<file path="src/rtl/bicubic_patch_fetcher.sv">
// -----------------------------------------------------------------------------
// bicubic_patch_fetcher
//
// Upstream feeder for the bicubic interpolation core. Walks the destination
// grid in raster order, tracking Q10.8 source coordinates with a DDA. For each
// output pixel it reads the clamped 4x4 source neighbourhood from the image ROM,
// builds the {1, f, f^2, f^3} phase-power vectors (Q0.8) for both axes and
// presents the patch to the core over a valid/ready handshake.
//
// Optional feature macro: BICUBIC_FETCH_REUSE_EN
//   When defined, a patch whose pixel lies in the same row and has the same
//   integer source column as the previous patch reuses the captured pixels:
//   no ROM reads, SETUP goes straight to PRESENT.
//
// Ports
//   clk, rst              clock; synchronous active-high reset
//   start                 begin a job (sampled only in IDLE)
//   org_x, org_y          integer source origin of the first output pixel
//   step                  Q8.8 source increment per output pixel (both axes)
//   dst_w, dst_h          destination grid size
//   rom_rd, rom_addr      ROM read strobe / address (row*IMG_W+col)
//   rom_q                 ROM data, valid one cycle after rom_rd
//   patch_valid/ready     patch handshake
//   patch_pix             P[r][c] at bits [8*(4r+c)+:8], offsets -1..+2
//   patch_xpow/ypow       {f^3, f^2, f, 8'hFF}
//   busy                  high outside IDLE
//   done                  one-cycle pulse after the last patch is accepted
// -----------------------------------------------------------------------------
module bicubic_patch_fetcher #(
    parameter int IMG_W  = 16,
    parameter int IMG_H  = 16,
    parameter int ADDR_W = 8
) (
    input  logic              clk,
    input  logic              rst,
    input  logic              start,
    input  logic [7:0]        org_x,
    input  logic [7:0]        org_y,
    input  logic [15:0]       step,
    input  logic [7:0]        dst_w,
    input  logic [7:0]        dst_h,
    output logic              rom_rd,
    output logic [ADDR_W-1:0] rom_addr,
    input  logic [7:0]        rom_q,
    output logic              patch_valid,
    input  logic              patch_ready,
    output logic [127:0]      patch_pix,
    output logic [31:0]       patch_xpow,
    output logic [31:0]       patch_ypow,
    output logic              busy,
    output logic              done
);

    typedef enum logic [2:0] {
        S_IDLE, S_SETUP, S_FETCH, S_CAP, S_PRESENT, S_DONE
    } state_t;

    state_t        state_q, state_d;
    logic [3:0]    k_q, k_d;
    logic [7:0]    org_x_q, org_x_d;
    logic [15:0]   step_q, step_d;
    logic [7:0]    dst_w_q, dst_w_d, dst_h_q, dst_h_d;
    logic [7:0]    col_q, col_d, row_q, row_d;
    logic [17:0]   acc_x_q, acc_x_d, acc_y_q, acc_y_d;
    logic [127:0]  pix_q, pix_d;
    logic [31:0]   xpow_q, xpow_d, ypow_q, ypow_d;
    logic          reuse_q, reuse_d;

    // Rounded Q0.8 product: (a*b + 0.5 LSB) >> 8; never exceeds 8 bits.
    function automatic logic [7:0] mul_q8(input logic [7:0] a, input logic [7:0] b);
        return 8'((16'(a) * 16'(b) + 16'd128) >> 8);
    endfunction

    function automatic logic [31:0] pow_vec(input logic [7:0] f);
        logic [7:0] f2;
        f2 = mul_q8(f, f);
        return {mul_q8(f2, f), f2, f, 8'hFF};
    endfunction

    // Integer coordinate plus tap offset (-1..+2), clamped into [0, lim-1].
    // Evaluated signed and wide enough that i+2 cannot wrap.
    function automatic logic [9:0] clamp_tap(input logic [9:0] i, input logic [1:0] off,
                                             input int lim);
        logic signed [11:0] v;
        v = $signed({2'b00, i}) + $signed({10'd0, off}) - 12'sd1;
        if (v < 12'sd0)
            return 10'd0;
        else if (v > $signed(12'(lim - 1)))
            return 10'(lim - 1);
        else
            return v[9:0];
    endfunction

    logic [9:0] tap_row, tap_col;
    assign tap_row = clamp_tap(acc_y_q[17:8], k_q[3:2], IMG_H);
    assign tap_col = clamp_tap(acc_x_q[17:8], k_q[1:0], IMG_W);

    // NOTE: every signal written here gets a default first, so no path leaves
    // a value unassigned and no latch is inferred.
    always_comb begin
        state_d     = state_q;
        k_d         = k_q;
        org_x_d     = org_x_q;
        step_d      = step_q;
        dst_w_d     = dst_w_q;
        dst_h_d     = dst_h_q;
        col_d       = col_q;
        row_d       = row_q;
        acc_x_d     = acc_x_q;
        acc_y_d     = acc_y_q;
        pix_d       = pix_q;
        xpow_d      = xpow_q;
        ypow_d      = ypow_q;
        reuse_d     = reuse_q;
        rom_rd      = 1'b0;
        rom_addr    = '0;
        patch_valid = 1'b0;
        done        = 1'b0;

        case (state_q)
            S_IDLE: begin
                if (start) begin
                    org_x_d = org_x;
                    step_d  = step;
                    dst_w_d = dst_w;
                    dst_h_d = dst_h;
                    col_d   = 8'd0;
                    row_d   = 8'd0;
                    acc_x_d = {2'b00, org_x, 8'h00};
                    acc_y_d = {2'b00, org_y, 8'h00};
                    reuse_d = 1'b0;
                    state_d = (dst_w == 8'd0 || dst_h == 8'd0) ? S_DONE : S_SETUP;
                end
            end
            S_SETUP: begin
                xpow_d  = pow_vec(acc_x_q[7:0]);
                ypow_d  = pow_vec(acc_y_q[7:0]);
                k_d     = 4'd0;
                state_d = reuse_q ? S_PRESENT : S_FETCH;
            end
            S_FETCH: begin
                rom_rd   = 1'b1;
                rom_addr = ADDR_W'(20'(tap_row) * 20'(IMG_W) + 20'(tap_col));
                // Data for the read issued in the previous cycle lands now.
                if (k_q != 4'd0)
                    pix_d[{k_q - 4'd1, 3'b000} +: 8] = rom_q;
                k_d = k_q + 4'd1;
                if (k_q == 4'd15)
                    state_d = S_CAP;
            end
            S_CAP: begin
                pix_d[127:120] = rom_q;
                state_d        = S_PRESENT;
            end
            S_PRESENT: begin
                patch_valid = 1'b1;
                if (patch_ready) begin
                    state_d = S_SETUP;
                    if (col_q == dst_w_q - 8'd1) begin
                        reuse_d = 1'b0;
                        if (row_q == dst_h_q - 8'd1) begin
                            state_d = S_DONE;
                        end else begin
                            col_d   = 8'd0;
                            row_d   = row_q + 8'd1;
                            acc_x_d = {2'b00, org_x_q, 8'h00};
                            acc_y_d = acc_y_q + 18'(step_q);
                        end
                    end else begin
                        col_d   = col_q + 8'd1;
                        acc_x_d = acc_x_q + 18'(step_q);
`ifdef BICUBIC_FETCH_REUSE_EN
                        reuse_d = (acc_x_d[17:8] == acc_x_q[17:8]);
`else
                        reuse_d = 1'b0;
`endif
                    end
                end
            end
            S_DONE: begin
                done    = 1'b1;
                state_d = S_IDLE;
            end
            default: state_d = S_IDLE;
        endcase
    end

    // NOTE: sequential state uses non-blocking assignments only, so every flop
    // samples the pre-edge values regardless of statement order.
    always_ff @(posedge clk) begin
        if (rst) begin
            state_q <= S_IDLE;
            k_q     <= '0;
            org_x_q <= '0;
            step_q  <= '0;
            dst_w_q <= '0;
            dst_h_q <= '0;
            col_q   <= '0;
            row_q   <= '0;
            acc_x_q <= '0;
            acc_y_q <= '0;
            // NOTE: the patch register is reset too; it drives patch_pix
            // directly and must read zero after reset or an aborted job.
            pix_q   <= '0;
            xpow_q  <= '0;
            ypow_q  <= '0;
            reuse_q <= 1'b0;
        end else begin
            state_q <= state_d;
            k_q     <= k_d;
            org_x_q <= org_x_d;
            step_q  <= step_d;
            dst_w_q <= dst_w_d;
            dst_h_q <= dst_h_d;
            col_q   <= col_d;
            row_q   <= row_d;
            acc_x_q <= acc_x_d;
            acc_y_q <= acc_y_d;
            pix_q   <= pix_d;
            xpow_q  <= xpow_d;
            ypow_q  <= ypow_d;
            reuse_q <= reuse_d;
        end
    end

    assign patch_pix  = pix_q;
    assign patch_xpow = xpow_q;
    assign patch_ypow = ypow_q;
    assign busy       = (state_q != S_IDLE);

endmodule
</file>
<file path="config.mk">
export PLATFORM = sky130hd
export DESIGN_NAME = bicubic_patch_fetcher
export DESIGN_NICKNAME = d
export VERILOG_FILES = /design/src/rtl/bicubic_patch_fetcher.sv
export SDC_FILE = /design/constraint.sdc
export NUM_CORES = 1
export LEC_CHECK = 0
export CAP_MARGIN = 20
export CORE_ASPECT_RATIO = 1.5
export CORE_UTILIZATION = 55
export DETAILED_ROUTE_END_ITERATION = 8
export PLACE_DENSITY = 0.78
export SETUP_SLACK_MARGIN = 0.05
export SYNTH_ARGS = -nofsm -noshare
export SYNTH_HDL_FRONTEND = slang
export SYNTH_SLANG_ARGS = --single-unit
</file>
<file path="constraint.sdc">
create_clock -name clk -period 10.94 [get_ports clk]
set_clock_uncertainty 0.15 [all_clocks]
set_input_delay 1.641 -clock clk [delete_from_list [all_inputs] [get_ports clk]]
set_output_delay 1.641 -clock clk [all_outputs]
set_load 0.03 [all_outputs]
</file>
Word-level counts from Yosys, hierarchy flattened
Index checks and enable logic that the tools add are counted.
{"block": "totals", "ff_bits": 292, "input_bits": 60, "out_inout_bits": 204, "elab_cells": 116}
{"block": "op_classes", "n_addsub": 18, "n_mul": 4, "order_cmp": 4, "eq_ne": 15, "n_shift": 2, "n_mux": 42, "n_reduce_logical": 16}
{"cell": "$mux 18", "count": 8}
{"cell": "$bwmux 128", "count": 1}
{"cell": "$mux 128", "count": 1}
{"cell": "$shift 8x9->128 const A", "count": 1}
{"cell": "$shiftx 8x9->128", "count": 1}
{"cell": "$mux 8", "count": 10}
{"cell": "$pmux 18 s2", "count": 2}
{"cell": "$add 16x8->16 const B", "count": 4}
{"cell": "$mul 8x8->16", "count": 4}
{"cell": "$pmux 8 s2", "count": 3}
{"cell": "$add 18x16->18", "count": 2}
{"cell": "$gt 12x5->1 const B", "count": 2}
{"cell": "$lt 12x1->1 const B", "count": 2}
{"cell": "$sub 11x1->12 const B", "count": 2}
{"cell": "$add 10x2->11", "count": 2}
{"cell": "$mux 3", "count": 7}
{"cell": "$add 8x1->8 const B", "count": 2}
{"cell": "$eq 8x8->1", "count": 2}
{"cell": "$logic_not 8->1", "count": 2}
{"cell": "$sub 8x1->8 const B", "count": 2}
{"cell": "$pmux 3 s5", "count": 1}
{"cell": "$ne 2x2->1 const B", "count": 6}
{"cell": "$neg 7->9", "count": 1}
{"cell": "$add 8x8->8", "count": 1}
{"cell": "other kinds (20)", "count": 32}

Longest topological paths before layout
Gate-level depths: netlist (run 1).
{"block": "depth", "depth_word": 7, "depth_mapped": 34, "mapped_depth_nobuf": 32}

Worst setup path before layout (run 1)
OpenSTA, ideal clock, no wires.
{"block": "synth_path", "kind": "register -> register", "startpoint": "register acc_y_q[1]", "endpoint": "register ypow_q[31] (netlist: patch_ypow[31])", "setup_time_ns": 0.086, "arrival_time_ns": 8.309, "required_time_ns": 10.704, "setup_slack_ns": 2.396, "stages_incl_launch_ff": 30, "n_path_buf": 2, "synth_period_minus_slack_ns": 8.544, "cell_sequence": "dfxtp_1 > clkbuf_1 > clkbuf_1 > and2_1 > ha_1 > inv_1 > fa_1 > fa_1 > inv_1 > fa_1 > ha_1 > nor4_1 > nor3_2 > o2111a_1 > or3_1 > xor2_1 > nand2_1 > fa_1 > fa_1 > inv_1 > fa_1 > fa_1 > ha_1 > and4_1 > a221oi_1 > o211ai_1 > a31oi_1 > o21bai_1 > xnor2_1 > a211oi_1"}
{"block": "synth_between", "elab_chain_len": 4}
{"item": "from (decl)", "line_no": "64", "rtl": "logic [17:0] acc_x_q, acc_x_d, acc_y_q, acc_y_d;"}
{"item": "from (signal assigned)", "line_no": "218", "rtl": "acc_y_q <= acc_y_d;"}
{"item": "$mul 8x8->16", "line_no": "71", "rtl": "return 8'((16'(a) * 16'(b) + 16'd128) >> 8);"}
{"item": "$add 16x8->16", "line_no": "71"}
{"item": "$mul 8x8->16 *", "line_no": "71"}
{"item": "$add 16x8->16 *", "line_no": "71"}
{"item": "to (signal assigned)", "line_no": "221", "rtl": "ypow_q <= ypow_d;"}
{"item": "to (decl)", "line_no": "66", "rtl": "logic [31:0] xpow_q, xpow_d, ypow_q, ypow_d;"}
Mark *: on every way between the ends. The rest lies on a longest branch, timed or not.
A chain may end at the register's enable or synchronous reset.

Worst setup path in the final report (run 1)
{"block": "layout_path", "startpoint": "register acc_y_q[3]", "endpoint": "register ypow_q[31] (netlist: patch_ypow[31])"}
Same word-level chain as after synthesis.

==> results.md, run 1 <==
* First-pass DRT Iterations at 6
* Leakage power of the design at 11.3 nW
* Routed vias at 18200
* Placeable Area at 37600 um^2
* Die ar. at 39000 um^2
* H-tree depth at 1
* GRT Resource Usage Total at 29.0%
* Worst-margin pin slew at 1.05 ns
* Number of CTS-inserted buffers at 28
* Die Height at 241 um
* Synth-to-Final Area Change at 18.1%
* Setup Buffers After CTS at 0
* Sequential-to-total area share from yosys stat at 26.3%
* Yosys top cell area share at 26.3%
* Post_cts resized at 0
* Number of placed instances, taps included at 3132
* Antenna-violating nets left at 0
* Largest net degree at the start of global routing at 177
* Max incr delay on CP at 0.74 ns
* Count leader, synth: nand2_1
* Max Freq at 103 MHz
* RePlAce Congestion at 0.956
* Via density at 5.72
* Clk root buf: clkbuf_16
* FP Rows at 87
* Synth cell count leaders: 300 x nand2_1, 276 x dfxtp_1, 212 x inv_1
* Crit path DAT at 10.02 ns
* Post-synth ARST share at 0%
* Worst Hold Class: flip-flop to flip-flop
* Clk sinks at 276
* Dpl hpwl at 42700 um
* Layout Cells excl Fill at 3185
* Post-synth cell types at 78
* Global-route wire length before repair at 91000 um
* R2R depth at 29
* Fin. max-slew vios at 0
* Initial antenna violation count at 4
* I/O pin cnt at 264
* CTS tree: built
* Clock Path Buffers at 3
* Pwr Density at 100 nW/um^2
* Syn Inst Count at 2494
* Leading cell types by total area after synthesis: dfxtp_1 26%, ha_1 12%, fa_1 11%
* Clock transition at the registers of the reported paths at 0.07 ns
* Initial DRC Count at 1037
* WS Path Type: flip-flop to flip-flop
* Most frequent CP cell: fa_1
* Worst path slowest cell: dfxtp_1
* Syn_area_per_cell at 8.42 um^2
* Average wire per standard cell at 17.8 um
* DRC viols at 0
* Skew-Pair Late Insertion Delay at 0.57 ns
* Crit Path Max Fanout at 17
* FF+latch count, synth at 276
* Status: finished clean
* Setup TNS Final at 0 ns
* Fin crit share at 88.4%
* Final Hold Fails at 0
* Number of global-route vias before repair at 18600
* Share of cells above drive strength 1 at 3.97%
* Width of the die at 162 um
* Cts hold-fix bufs at 0
* Fin crit period at 9.67 ns
* Final setup violating endpoints at 0
* WP data required at 11.28 ns
* Relative slew slack at 29.6%
* Crit end category: flip-flop
* Final setup margin at 1.27 ns
* WHS Path Cells at 2
* Unrepaired setup endpoints after global routing: no
* Ys flop type: dfxtp_1
* Initial Util at 55.9%
* Yosys top cell by area: dfxtp_1
* Maxcap violations at 0
* Synth Warn # at 0
* Drt total wl at 56600 um
* Nets at 3054
* CP Launch Type: flip-flop
* Post-synthesis cell area at 21000 um^2
* VDD IR max at 150 uV
* Post-synth EDFFs at 0
* Tot Pwr at 2.49 mW
* Worst slack, placed at 1.30 ns
* GRT Residual Overflow at 0
* IO Port Bufs at 263
-- area by class of cell --
| cell class | instances | area, um^2 |
|---|---|---|
| diodes | 1 | 2.50 |
| clock buffers | 38 | 810 |
| clock inverters | 13 | 184 |
| fillers | 3112 | 12800 |
| inverters | 213 | 800 |
| multi-input cells | 1881 | 14100 |
| flip-flops and latches | 276 | 5530 |
| well taps | 489 | 612 |
| repair buffers | 274 | 2740 |
-- final timing paths --
check / startpoint / to / slack, ns
worst min register to register: patch_ypow[13]$_SDFFE_PP0P_ / patch_ypow[13]$_SDFFE_PP0P_ / 0.30
worst min-delay path: patch_ypow[13]$_SDFFE_PP0P_ / patch_ypow[13]$_SDFFE_PP0P_ / 0.30
worst max register to register: acc_y_q[3]$_SDFFE_PP0P_ / patch_ypow[31]$_SDFFE_PP0P_ / 1.27
worst max-delay path: acc_y_q[3]$_SDFFE_PP0P_ / patch_ypow[31]$_SDFFE_PP0P_ / 1.27
-- report_power, final --
group	internal (mW)	total (mW)	switching, mW	leakage (nW)
sequential	1.02	1.05	0.0271	2.23
combinational	0.154	0.393	0.239	8.61
clock	0.614	1.04	0.430	0.485
total	1.79	2.49	0.696	11.3
-- cell usage in the layout, fill, tap and decap left out, types with 9 or more instances in the layout --
cell type,netlist,final
nand2_1,300,300
dfxtp_1,276,276
clkdlybuf4s50_1,0,262
inv_1,212,212
ha_1,207,207
a21oi_1,196,196
nor2_1,193,192
and2_1,152,152
mux2i_1,120,120
fa_1,113,113
xnor2_1,58,58
o21ai_0,57,57
nand3_1,47,47
nor3_1,42,42
xor2_1,32,32
and3_1,30,30
clkbuf_16,0,29
a211oi_1,28,28
nor2b_1,22,22
a21o_1,22,22
or2_2,19,19
or3_1,18,18
o211ai_1,15,15
nor4_1,14,14
o31ai_1,12,12
nand4_1,12,12
a31oi_1,13,12
o21a_1,12,12
nand2b_1,11,11
o21bai_1,10,10
a22o_1,9,9
buf_4,20,9
-- per-layer routing --
layer | GRT usage, % | up-vias | part of all wire [%]
met5 | 0 | - | 0.067
met3 | 7.07 | 168 | 7.6
met1 | 29.2 | 8667 | 36
met4 | 16.2 | 6 | 5.1
met2 | 54.2 | 607 | 52
li1 | - | 8783 | -
-- per-stage QoR --
step                      hold WS [ns]  utilization (%)  area (um^2)
final                            0.303             66.0        24800
after global routing             0.315             66.0        24800
after CTS                        0.305             66.0        24800
after detailed placement         0.296             63.3        23800
after global placement           0.287             63.3        23800
after floorplan                  0.282                -        21000
-- kinds of logic (layout without fill, tap and decap cells) --
logic type,count (synthesis),after routing,share of synthesized area [%]
DFF,276,276,26.3
buffers and inverters,340,538,6.54
AOI/OAI and AO/OA,444,444,13.5
other,1,5,0.0179
adders and majority gates,320,320,23.1
and+or+nand+nor,901,901,20.9
xor gates and xnor gates,90,90,3.75
muxes,122,122,5.83
-- critical path: cells and delay by family, from the launching register on --
| kind | cells | cell delay [ns] |
|---|---|---|
| adders and majority gates | 9 | 4.10 |
| AOI/OAI and AO/OA | 6 | 1.78 |
| xor gates and xnor gates | 4 | 1.11 |
| DFF | 1 | 0.74 |
| buffers and inverters | 4 | 0.37 |
| and+or+nand+nor | 6 | 1.35 |
-- sequential cells by signal, indices dropped and copies added (netlist names) --
name,flops
k_q,4
patch_ypow,24
acc_y_q,18
patch_pix,128
state_q,3
step_q,16
row_q,8
dst_h_q,8
col_q,8
dst_w_q,8
patch_xpow,25
org_x_q,8
acc_x_q,18
(Power assumes the default switching activity.)
==> run 2, diff against run 1 <==
- DONT_BUFFER_PORTS: not set -> 1
- PLACE_DENSITY: 0.78 -> 0.69
==> run 2 against run 1 <==
Global-route usage decreased by 1.4 points. Routed wire length decreased by 4.1%. Utilization decreased by 7.2 points. Clock power decreased by 6%. Highest routed layer is now met4. Critical path depth unchanged. Final cell count decreased by 8.1%. Critical endpoint unchanged.
==> results.md, run 2 (synthesis results as in run 1) <==
* Status: finished clean (unchanged)
* Setup Buffers After CTS at 0 (unchanged)
* Crit path DAT at 9.99 ns (was 10.02 ns)
* Most frequent CP cell: fa_1 (unchanged)
* Number of global-route vias before repair at 17100 (was 18600)
* Placed instance area at 21100 um^2 (was 23800 um^2)
* DRC viols at 0 (unchanged)
* Via density at 5.83 (was 5.72)
* Worst path slowest cell: dfxtp_1 (unchanged)
* Relative slew slack at 33.6% (was 29.6%)
* Nets at 2792 (was 3054)
* H-tree depth at 1 (unchanged)
* Worst-margin pin slew at 0.990 ns (was 1.05 ns)
* Reg-to-reg startpoint: acc_y_q[3]$_SDFFE_PP0P_ (unchanged)
* GRT Residual Overflow at 0 (unchanged)
* Fin crit period at 9.65 ns (was 9.67 ns)
* Highest metal used: met4 (was met5)
* Number of CTS-inserted buffers at 28 (unchanged)
* VDD IR max at 131 uV (was 150 uV)
* First-pass DRT Iterations at 6 (unchanged)
* Die Height at 241 um (unchanged)
* Largest delay share family, worst path: adder cells (unchanged)
* Crit. Startpoint: acc_y_q[3]$_SDFFE_PP0P_ (unchanged)
* IO Port Bufs at 0 (was 263)
* Worst Hold Class: flip-flop to flip-flop (unchanged)
* Fin crit share at 88.2% (was 88.4%)
* Largest net degree at the start of global routing at 251 (was 177)
* CP Launch Type: flip-flop (unchanged)
* Dpl hpwl at 40700 um (was 42700 um)
* FP Rows at 87 (unchanged)
* Wire length on met2 at 28200 um (was 29300 um)
* M1 WL at 19500 um (was 20100 um)
* Clock Path Buffers at 3 (unchanged)
* Maxcap violations at 0 (unchanged)
* R2R Setup Slk at 1.29 ns (was 1.27 ns)
* Placeable Area at 37600 um^2 (unchanged)
* Clk root buf: clkbuf_16 (unchanged)
* Max incr delay on CP at 0.76 ns (was 0.74 ns)
* Post_cts resized at 0 (unchanged)
* Skew-Pair Late Insertion Delay at 0.58 ns (was 0.57 ns)
* Cts hold-fix bufs at 0 (unchanged)
* Critical R2R Capture: patch_ypow[31]$_SDFFE_PP0P_ (unchanged)
* Die ar. at 39000 um^2 (unchanged)
* GRT Resource Usage Total at 27.5% (was 29.0%)
* Crit Path Max Fanout at 17 (unchanged)
* Initial Util at 55.9% (unchanged)
* Initial antenna violation count at 4 (unchanged)
* Leakage power of the design at 10.4 nW (was 11.3 nW)
* WP data required at 11.28 ns (about the same)
* Width of the die at 162 um (unchanged)
* Clock transition at the registers of the reported paths at 0.07 ns (about the same)
* Max Freq at 104 MHz (was 103 MHz)
* Crit end category: flip-flop (unchanged)
* WL met3 at 4040 um (was 4280 um)
* Initial DRC Count at 841 (was 1037)
* I/O pin cnt at 264 (unchanged)
* Average wire per standard cell at 18.5 um (was 17.8 um)
* Commonest non-fill, non-tap cell in the layout: nand2_1 (unchanged)
* WS Path Type: flip-flop to flip-flop (unchanged)
* R2R depth at 29 (unchanged)
* Pwr Density at 107 nW/um^2 (was 100 nW/um^2)
* Routed vias at 17100 (was 18200)
* Tot Pwr at 2.36 mW (was 2.49 mW)
* RePlAce Congestion at 0.878 (was 0.956)
* Final setup violating endpoints at 0 (unchanged)
* Clk sinks at 276 (unchanged)
* Final Hold Fails at 0 (unchanged)
* Max reg flops at 128 (unchanged)
* Post-route design area at 22100 um^2 (was 24800 um^2)
* Antenna-violating nets left at 0 (unchanged)
* Worst path depth at 29 (unchanged)
* Setup TNS Final at 0 ns (unchanged)
* Crit path buf inv count at 4 (unchanged)
* CTS tree: built (unchanged)
* Synth-to-Final Area Change at 5.24% (was 18.1%)
* Most frequent cells in the layout: 300 x nand2_1, 275 x dfxtp_1, 212 x inv_1 (was 300 x nand2_1, 276 x dfxtp_1, 262 x clkdlybuf4s50_1)
* Fin. max-slew vios at 0 (unchanged)
* Fill cells at 3379 (was 3112)
* Global-route wire length before repair at 86200 um (was 91000 um)
* Share of cells above drive strength 1 at 4.44% (was 3.97%)
* Unrepaired setup endpoints after global routing: no (unchanged)
* Drt total wl at 54300 um (was 56600 um)
* Setup crit end: patch_ypow[31]$_SDFFE_PP0P_ (unchanged)
==> run 2: changes by cell type in the layout (fill, tap and decap cells not counted), sizes merged <==
cell           previous run  this run
clkdlybuf4s50           262         0
diode                     1         4
inv                     213       216
clkbuf                   38        35
bufinv                    4         2
clkinvlp                  2         4
==> run 2: routing by layer <==
layer	vias to the layer above	global-route usage (%)
met5	-	0
met4	0	13.7
met3	120	6.81
met2	487	52.1
met1	8171	27.9
li1	8274	-
==> run 2: layout make-up <==
cell class / instances / area (um^2) / share of cell area (%)
Antenna cell: 4 / 10.0 / 0.0453
Clock buffer: 35 / 757 / 3.43
Clock inverter: 16 / 169 / 0.764
Inverter: 213 / 800 / 3.62
Multi-Input combinational cell: 1881 / 14100 / 63.9
Sequential cell: 276 / 5530 / 25.0
Tap cell: 489 / 612 / 2.77
Timing Repair Buffer: 12 / 103 / 0.464
==> run 2: worst reg2reg max path: cells and delay by family, from the launching register on <==
family | cells | cell delay (ns)
xor gates and xnor gates | 4 | 1.09
DFF | 1 | 0.76
AOI/OAI and AO/OA | 6 | 1.80
adders and majority gates | 9 | 4.03
and+or+nand+nor | 6 | 1.33
buffers and inverters | 4 | 0.40
==> run 2: report_power, final <==
group | switching (mW) | internal [mW]
combinational | 0.201 | 0.119
sequential | 0.0331 | 1.02
clock | 0.436 | 0.544
total | 0.670 | 1.69
==> run 2: worst min-delay path by stage <==
stage,from,to,slack (ns),cells past startpoint
after floorplan,org_x_q[7]$_SDFFE_PP0P_,org_x_q[7]$_SDFFE_PP0P_,0.28,2
after global placement,org_x_q[7]$_SDFFE_PP0P_,org_x_q[7]$_SDFFE_PP0P_,0.29,2
after detailed placement,org_x_q[7]$_SDFFE_PP0P_,org_x_q[7]$_SDFFE_PP0P_,0.29,2
after CTS,org_x_q[7]$_SDFFE_PP0P_,org_x_q[7]$_SDFFE_PP0P_,0.30,2
after global routing,org_x_q[7]$_SDFFE_PP0P_,org_x_q[7]$_SDFFE_PP0P_,0.32,2
final,org_x_q[7]$_SDFFE_PP0P_,org_x_q[7]$_SDFFE_PP0P_,0.31,2
==> run 2: metrics by stage <==
stage / hold WS (ns) / worst slack [ns] / instances / utilization (%)
final: 0.307 / 1.29 / 2926 / 58.8
after global routing: 0.320 / 0.749 / 2926 / 58.8
after CTS: 0.305 / 1.34 / 2921 / 58.8
after detailed placement: 0.293 / 1.37 / 2870 / 56.3
after global placement: 0.287 / 1.61 / 2870 / 56.3
after floorplan: 0.282 / 2.40 / 2497 / -
